==> config.mk <==
export PLATFORM = sky130hd
export DESIGN_NAME = multicycle_controller_flat
export DESIGN_NICKNAME = d
export VERILOG_FILES = /design/src/rtl/multicycle_controller_if.sv /design/src/rtl/multicycle_controller.sv /design/src/flat_wrapper.sv
export SDC_FILE = /design/constraint.sdc
export NUM_CORES = 1
export LEC_CHECK = 0
export ABC_AREA = 1
export BUFFER_PORTS_ARGS = -buffer_cell sky130_fd_sc_hd__buf_2
export CORE_MARGIN = 2
export CORE_UTILIZATION = 45
export CTS_BUF_LIST = sky130_fd_sc_hd__clkbuf_16
export DETAILED_ROUTE_END_ITERATION = 8
export MAX_ROUTING_LAYER = met4
export PLACE_DENSITY_LB_ADDON = 0.25
export SLEW_MARGIN = 25
export SYNTH_ARGS = -nofsm -noshare
export SYNTH_HDL_FRONTEND = slang
export SYNTH_SLANG_ARGS = --single-unit
==> constraint.sdc <==
create_clock -name clk -period 3.18 [get_ports clk]
set_input_delay 0.159 -clock clk [delete_from_list [all_inputs] [get_ports clk]]
set_output_delay 0.159 -clock clk [all_outputs]
set_load 0.01 [all_outputs]
==> src/rtl/multicycle_controller_if.sv <==
// multicycle_controller_if: shared memory port handshake between controller and memory
interface multicycle_controller_if;
  logic mem_req;
  logic mem_ready;
  logic memwrite;
  logic adrsrc;
  modport master(output mem_req, memwrite, adrsrc, input mem_ready);
  modport slave(input mem_req, memwrite, adrsrc, output mem_ready);
endinterface

==> src/rtl/multicycle_controller.sv <==
// multicycle_controller: Moore FSM sequencing memory, ALU and register file for the RV32I subset
module multicycle_controller #(
  parameter bit MEM_HANDSHAKE = 1'b1,
  parameter bit ILLEGAL_TRAP = 1'b1,
  parameter int CNT_W = 32
) (
  input logic clk,
  input logic reset,
  input logic [6:0] op,
  input logic [2:0] funct3,
  input logic funct7b5,
  input logic zero,
  multicycle_controller_if.master mem,
  output logic irwrite,
  output logic pcwrite,
  output logic regwrite,
  output logic [1:0] alusrca,
  output logic [1:0] alusrcb,
  output logic [2:0] aluctrl,
  output logic [1:0] immsrc,
  output logic [1:0] resultsrc,
  output logic illegal_instr,
  output logic retire,
  output logic [CNT_W-1:0] instr_count
);
  typedef enum logic [3:0] {
    FETCH, DECODE, MEMADR, MEMREAD, MEMWB, MEMWRITE,
    EXECUTER, EXECUTEI, ALUWB, JAL, BEQ, TRAP
  } state_t;
  state_t state, state_n;
  logic done, alu_f3, is_lw, is_sw, is_r, is_i, is_beq, is_jal;
  logic [2:0] alu_dec;
  assign done = MEM_HANDSHAKE ? mem.mem_ready : 1'b1;
  assign alu_f3 = funct3 == 3'b000 || funct3 == 3'b010 || funct3 == 3'b110 || funct3 == 3'b111;
  assign is_lw = op == 7'b0000011 && funct3 == 3'b010;
  assign is_sw = op == 7'b0100011 && funct3 == 3'b010;
  assign is_r = op == 7'b0110011 && alu_f3 && (!funct7b5 || funct3 == 3'b000);
  assign is_i = op == 7'b0010011 && alu_f3;
  assign is_beq = op == 7'b1100011 && funct3 == 3'b000;
  assign is_jal = op == 7'b1101111;
  // is_r is false for I-type, so EXECUTEI can never select sub
  assign alu_dec = funct3 == 3'b000 ? {2'b00, is_r & funct7b5} :
                   funct3 == 3'b010 ? 3'b101 :
                   funct3 == 3'b110 ? 3'b011 : 3'b010;
  always_ff @(posedge clk) begin
    if (!reset) begin
      state <= FETCH;
      instr_count <= '0;
    end else begin
      state <= state_n;
      if (retire) instr_count <= instr_count + CNT_W'(1);
    end
  end
  always_comb begin
    state_n = state;
    mem.mem_req = 1'b0;
    mem.memwrite = 1'b0;
    mem.adrsrc = 1'b0;
    irwrite = 1'b0;
    pcwrite = 1'b0;
    regwrite = 1'b0;
    alusrca = 2'b00;
    alusrcb = 2'b00;
    aluctrl = 3'b000;
    immsrc = 2'b00;
    resultsrc = 2'b00;
    illegal_instr = 1'b0;
    retire = 1'b0;
    case (state)
      FETCH: begin
        mem.mem_req = 1'b1;
        alusrcb = 2'b10;
        resultsrc = 2'b10;
        irwrite = done;
        pcwrite = done;
        state_n = done ? DECODE : FETCH;
      end
      DECODE: begin
        alusrca = 2'b01;
        alusrcb = 2'b01;
        immsrc = 2'b10;
        state_n = is_lw || is_sw ? MEMADR : is_r ? EXECUTER : is_i ? EXECUTEI :
                  is_jal ? JAL : is_beq ? BEQ : ILLEGAL_TRAP ? TRAP : FETCH;
      end
      MEMADR: begin
        alusrca = 2'b10;
        alusrcb = 2'b01;
        immsrc = {1'b0, is_sw};
        state_n = is_sw ? MEMWRITE : MEMREAD;
      end
      MEMREAD: begin
        mem.mem_req = 1'b1;
        mem.adrsrc = 1'b1;
        state_n = done ? MEMWB : MEMREAD;
      end
      MEMWB: begin
        resultsrc = 2'b01;
        regwrite = 1'b1;
        retire = 1'b1;
        state_n = FETCH;
      end
      MEMWRITE: begin
        mem.mem_req = 1'b1;
        mem.adrsrc = 1'b1;
        mem.memwrite = done;
        retire = done;
        state_n = done ? FETCH : MEMWRITE;
      end
      EXECUTER: begin
        alusrca = 2'b10;
        aluctrl = alu_dec;
        state_n = ALUWB;
      end
      EXECUTEI: begin
        alusrca = 2'b10;
        alusrcb = 2'b01;
        aluctrl = alu_dec;
        state_n = ALUWB;
      end
      ALUWB: begin
        regwrite = 1'b1;
        retire = 1'b1;
        state_n = FETCH;
      end
      JAL: begin
        alusrca = 2'b01;
        alusrcb = 2'b10;
        pcwrite = 1'b1;
        state_n = ALUWB;
      end
      BEQ: begin
        alusrca = 2'b10;
        aluctrl = 3'b001;
        pcwrite = zero;
        retire = 1'b1;
        state_n = FETCH;
      end
      TRAP: illegal_instr = 1'b1;
      default: state_n = FETCH;
    endcase
    // reset held low silences every strobe and select regardless of state
    if (!reset) begin
      mem.mem_req = 1'b0;
      mem.memwrite = 1'b0;
      mem.adrsrc = 1'b0;
      irwrite = 1'b0;
      pcwrite = 1'b0;
      regwrite = 1'b0;
      alusrca = 2'b00;
      alusrcb = 2'b00;
      aluctrl = 3'b000;
      immsrc = 2'b00;
      resultsrc = 2'b00;
      illegal_instr = 1'b0;
      retire = 1'b0;
    end
  end
endmodule
==> src/flat_wrapper.sv <==
// flat-port wrapper written by rule: the top's interface ports become plain ports
module multicycle_controller_flat 
#(
  parameter bit MEM_HANDSHAKE = 1'b1,
  parameter bit ILLEGAL_TRAP = 1'b1,
  parameter int CNT_W = 32
)
  (clk, reset, op, funct3, funct7b5, zero, irwrite, pcwrite, regwrite, alusrca, alusrcb, aluctrl, immsrc, resultsrc, illegal_instr, retire, instr_count, mem_mem_req, mem_memwrite, mem_adrsrc, mem_mem_ready);
  multicycle_controller_if mem_i ();
  input logic clk;
  input logic reset;
  input logic [6:0] op;
  input logic [2:0] funct3;
  input logic funct7b5;
  input logic zero;
  output logic irwrite;
  output logic pcwrite;
  output logic regwrite;
  output logic [1:0] alusrca;
  output logic [1:0] alusrcb;
  output logic [2:0] aluctrl;
  output logic [1:0] immsrc;
  output logic [1:0] resultsrc;
  output logic illegal_instr;
  output logic retire;
  output logic [CNT_W-1:0] instr_count;
  output wire logic [$bits(mem_i.mem_req)-1:0] mem_mem_req;
  output wire logic [$bits(mem_i.memwrite)-1:0] mem_memwrite;
  output wire logic [$bits(mem_i.adrsrc)-1:0] mem_adrsrc;
  input wire logic [$bits(mem_i.mem_ready)-1:0] mem_mem_ready;
  assign mem_mem_req = mem_i.mem_req;
  assign mem_memwrite = mem_i.memwrite;
  assign mem_adrsrc = mem_i.adrsrc;
  assign mem_i.mem_ready = mem_mem_ready;
  multicycle_controller #(.MEM_HANDSHAKE(MEM_HANDSHAKE), .ILLEGAL_TRAP(ILLEGAL_TRAP), .CNT_W(CNT_W)) u_core (.clk(clk), .reset(reset), .op(op), .funct3(funct3), .funct7b5(funct7b5), .zero(zero), .mem(mem_i), .irwrite(irwrite), .pcwrite(pcwrite), .regwrite(regwrite), .alusrca(alusrca), .alusrcb(alusrcb), .aluctrl(aluctrl), .immsrc(immsrc), .resultsrc(resultsrc), .illegal_instr(illegal_instr), .retire(retire), .instr_count(instr_count));
endmodule
==> results.sh <==
export IMPL_status="complete, no violations"
export IMPL_synth_area_top_cells="dfxtp_1 (28%), nand2_1 (23%), nor2_1 (14%)"
export IMPL_finalHoldViolations=0
export IMPL_syn_area_um2=2590
export IMPL_clock_skew_ns=0.00556
export IMPL_fin_cells=595
export IMPL_hp_class="input pin to flip-flop"
export IMPL_synthDistinctLibCells=27
export IMPL_wirelength_um=7260
export IMPL_clkTransAtPathRegs_ns=0.06
export IMPL_timing_rr_end="u_core.instr_count[26]"
export IMPL_grt_use_met1_pct=31.8
export IMPL_htree_num_levels=2
export IMPL_cp_cell_sequence="nand2_1 -> nor2_4 -> nand2_2 -> nand2_4 -> inv_4 -> nor2_8 -> buf_2"
export IMPL_timing_reg2reg_setup_slack_ns=1.35
export IMPL_slew_headroom_pct=39.2
export IMPL_cts_buffers=5
export IMPL_io_buffers=65
export IMPL_hp_start="reset"
export IMPL_dp_hpwl_um=5600
export IMPL_post_cts_setup_buffer_count=0
export IMPL_min_delay_path_depth=3
export IMPL_die_x_um=79.9
export IMPL_cellPowerDensity_nw_per_um2=442
export IMPL_worstPathRequired_ns=3.02
export IMPL_clkPwrFrac_pct=35.3
export IMPL_rsz0062_at_grt="no"
export IMPL_tightestPinTransition_ns=0.911
export IMPL_max_freq_mhz=502
export IMPL_yosys_area_top_type="dfxtp_1"
export IMPL_ant_nets=0
export IMPL_grt_busiest_layer="met2"
export IMPL_cts_hold_buf=0
export IMPL_p_leak_nw=1.36
export IMPL_worstPathArrival_ns=1.83
export IMPL_die_h_um=79.9
export IMPL_final_min_clock_period_ns=1.99
export IMPL_yosys_warnings=0
export IMPL_cts_buffer_depth=2
export IMPL_setup_viol_count_final=0
export IMPL_crit_fanout=24
export IMPL_syn_area_per_cell_um2=5.65
export IMPL_ys_flop_type="dfxtp_1"
export IMPL_endpoint_kind="output port"
export IMPL_r2r_start="u_core.state[0]"
export IMPL_dieArea_um2=6380
export IMPL_vias_per_cell=5.08
export IMPL_finalPower_mw=1.37
export IMPL_cts_resized=0
export IMPL_grt_pass1_wl_um=12000
export IMPL_period_share_pct=62.7
export IMPL_insertedDiodeCount=0
export IMPL_cts_tree="built"
export IMPL_cts_sinks=36
export IMPL_switching_power_uw=488
export IMPL_grtUsageMet2_pct=38.4
export IMPL_fill_cells=594
export IMPL_met3_usage_pct=4.86
export IMPL_drt_iter0_markers=164
export IMPL_root_buffer="clkbuf_16"
export IMPL_start_kind="flip-flop"
export IMPL_vdd_ir_drop_max_uv=453
export IMPL_drive_gt1_share_pct=17.0
export IMPL_grtUsageTotal_pct=24.4
export IMPL_synth_seq_cells=36
export IMPL_power_share_sequential_pct=36.5
export IMPL_rows=27
export IMPL_place_congestion=0.960
export IMPL_setup_tns_final_ns=0
export IMPL_route_detailed_drc=0
export IMPL_synth_top_cell_area_share_pct=27.8
export IMPL_whs_ns=0.278
export IMPL_floorplan_initialDensity_pct=46.8
export IMPL_grt_pass1_vias=2660
export IMPL_wl_per_cell_um=12.2
export IMPL_cp_slowest_cell="dfxtp_1"
export IMPL_power_internal_uw=880
export IMPL_area_growth_syn_to_layout_pct=19.4
export IMPL_layout_nets=538
export IMPL_core_area_um2=5540
export IMPL_insertion_delay_ns=0.28
export IMPL_synth_common_cells="nand2_1 (156), nor2_1 (94), inv_1 (49)"
export IMPL_crit_type="flip-flop to output port"
export IMPL_ys_async_sr_fraction_pct=0
export IMPL_firstDrtPassIters=5
export IMPL_yosysSeqAreaShare_pct=27.8
export IMPL_grt_overflow=0
export IMPL_synthCells=459
export IMPL_slew_violations=0
export IMPL_hold_end="u_core.instr_count[22]"
export IMPL_grt_antenna_before_repair=0
export IMPL_swShare_pct=35.7
export IMPL_comb_power_share_pct=28.2
export IMPL_final_util_pct=55.8
export IMPL_rr_worst_depth=9
export IMPL_dp_cells=587
export IMPL_syn_nets=475
export IMPL_synth_most_common_cell="nand2_1"
export IMPL_grt_max_degree=29
export IMPL_drv_cap=0
export IMPL_max_stage_delay_ns=0.43
export IMPL_vias=3022
export IMPL_synth_edf_count=0
export IMPL_io_pins=66
## routing by layer
| metal | vias to the layer above | part of all wire (%) |
|---|---|---|
| met5 | - | 0 |
| li1 | 1563 | - |
| met4 | 0 | 1.5 |
| met2 | 108 | 46 |
| met3 | 12 | 6.2 |
| met1 | 1339 | 46 |
## area by class of cell
class,instances,area (µm²),area share [%]
multi-input combinational,359,1600,51.7
clock inverter,3,18.8,0.607
timing repair buffer,66,333,10.8
tap,72,90.1,2.91
inverter,54,205,6.63
clock buffer,5,125,4.05
sequential,36,721,23.3
## worst max path at each step
| stage | from | to | slack, ns | cells past startpoint |
|---|---|---|---|---|
| after detailed placement | u_core.state[0] | u_core.instr_count[20] | 1.38 | 9 |
| after floorplan | u_core.instr_count[1] | u_core.instr_count[28] | 1.64 | 10 |
| after global placement | reset | mem_memwrite | 1.37 | 5 |
| after CTS | u_core.state[0] | retire | 1.18 | 7 |
| final | u_core.state[0] | retire | 1.19 | 7 |
| after global routing | u_core.state[0] | retire | 1.01 | 7 |
## cells by family (layout without fill, tap and decap cells)
group | count (synthesis) | in the layout | share of synthesized area (%)
adder cells (fa/ha/maj) | 1 | 1 | 0.483
AND/OR/NAND/NOR | 311 | 311 | 50.2
flip-flops | 36 | 36 | 27.8
XOR/XNOR | 9 | 9 | 3.04
buffers and inverters | 64 | 128 | 10.4
AO/OA/AOI/OAI | 38 | 38 | 8.02
## power by group through the flow
stage	sequential (mW)	clock [mW]	combinational, mW
2_1_floorplan	0.504	0	0.291
3_3_place_gp	0.507	0	0.377
3_5_place_dp	0.508	0	0.383
4_1_cts	0.498	0.492	0.385
5_1_grt	0.504	0.519	0.434
6_report	0.499	0.483	0.386
## worst max-delay path: cells and delay by family (launching register included)
| kind | cells | cell delay (ns) |
|---|---|---|
| and+or+nand+nor | 5 | 0.84 |
| DFF | 1 | 0.43 |
| buffers and inverters | 2 | 0.27 |
## through the flow
step | worst slack, ns | instance area (µm²)
after global placement | 1.37 | 2950
final | 1.19 | 3090
after detailed placement | 1.38 | 2950
after CTS | 1.18 | 3090
after global routing | 1.01 | 3090
after floorplan | 1.64 | 2590
## flip-flops by register name, indices dropped and copies added, names as in the netlist
register / flops
u_core.instr_count: 32
u_core.state: 4
## placed cells by master (no fill, tap or decap), drive strengths merged
master | Yosys | routed
ha | 1 | 1
clkbuf | 2 | 5
a21oi | 23 | 23
nor3 | 9 | 9
nor2 | 100 | 100
nand3 | 34 | 34
xor2 | 9 | 9
o31ai | 4 | 4
a31oi | 4 | 4
nand4 | 7 | 7
clkinv | 0 | 3
inv | 54 | 54
nand2 | 160 | 160
buf | 8 | 66
a211oi | 1 | 1
dfxtp | 36 | 36
o21ai | 6 | 6
nor3b | 1 | 1
(Power assumes the default switching activity.)
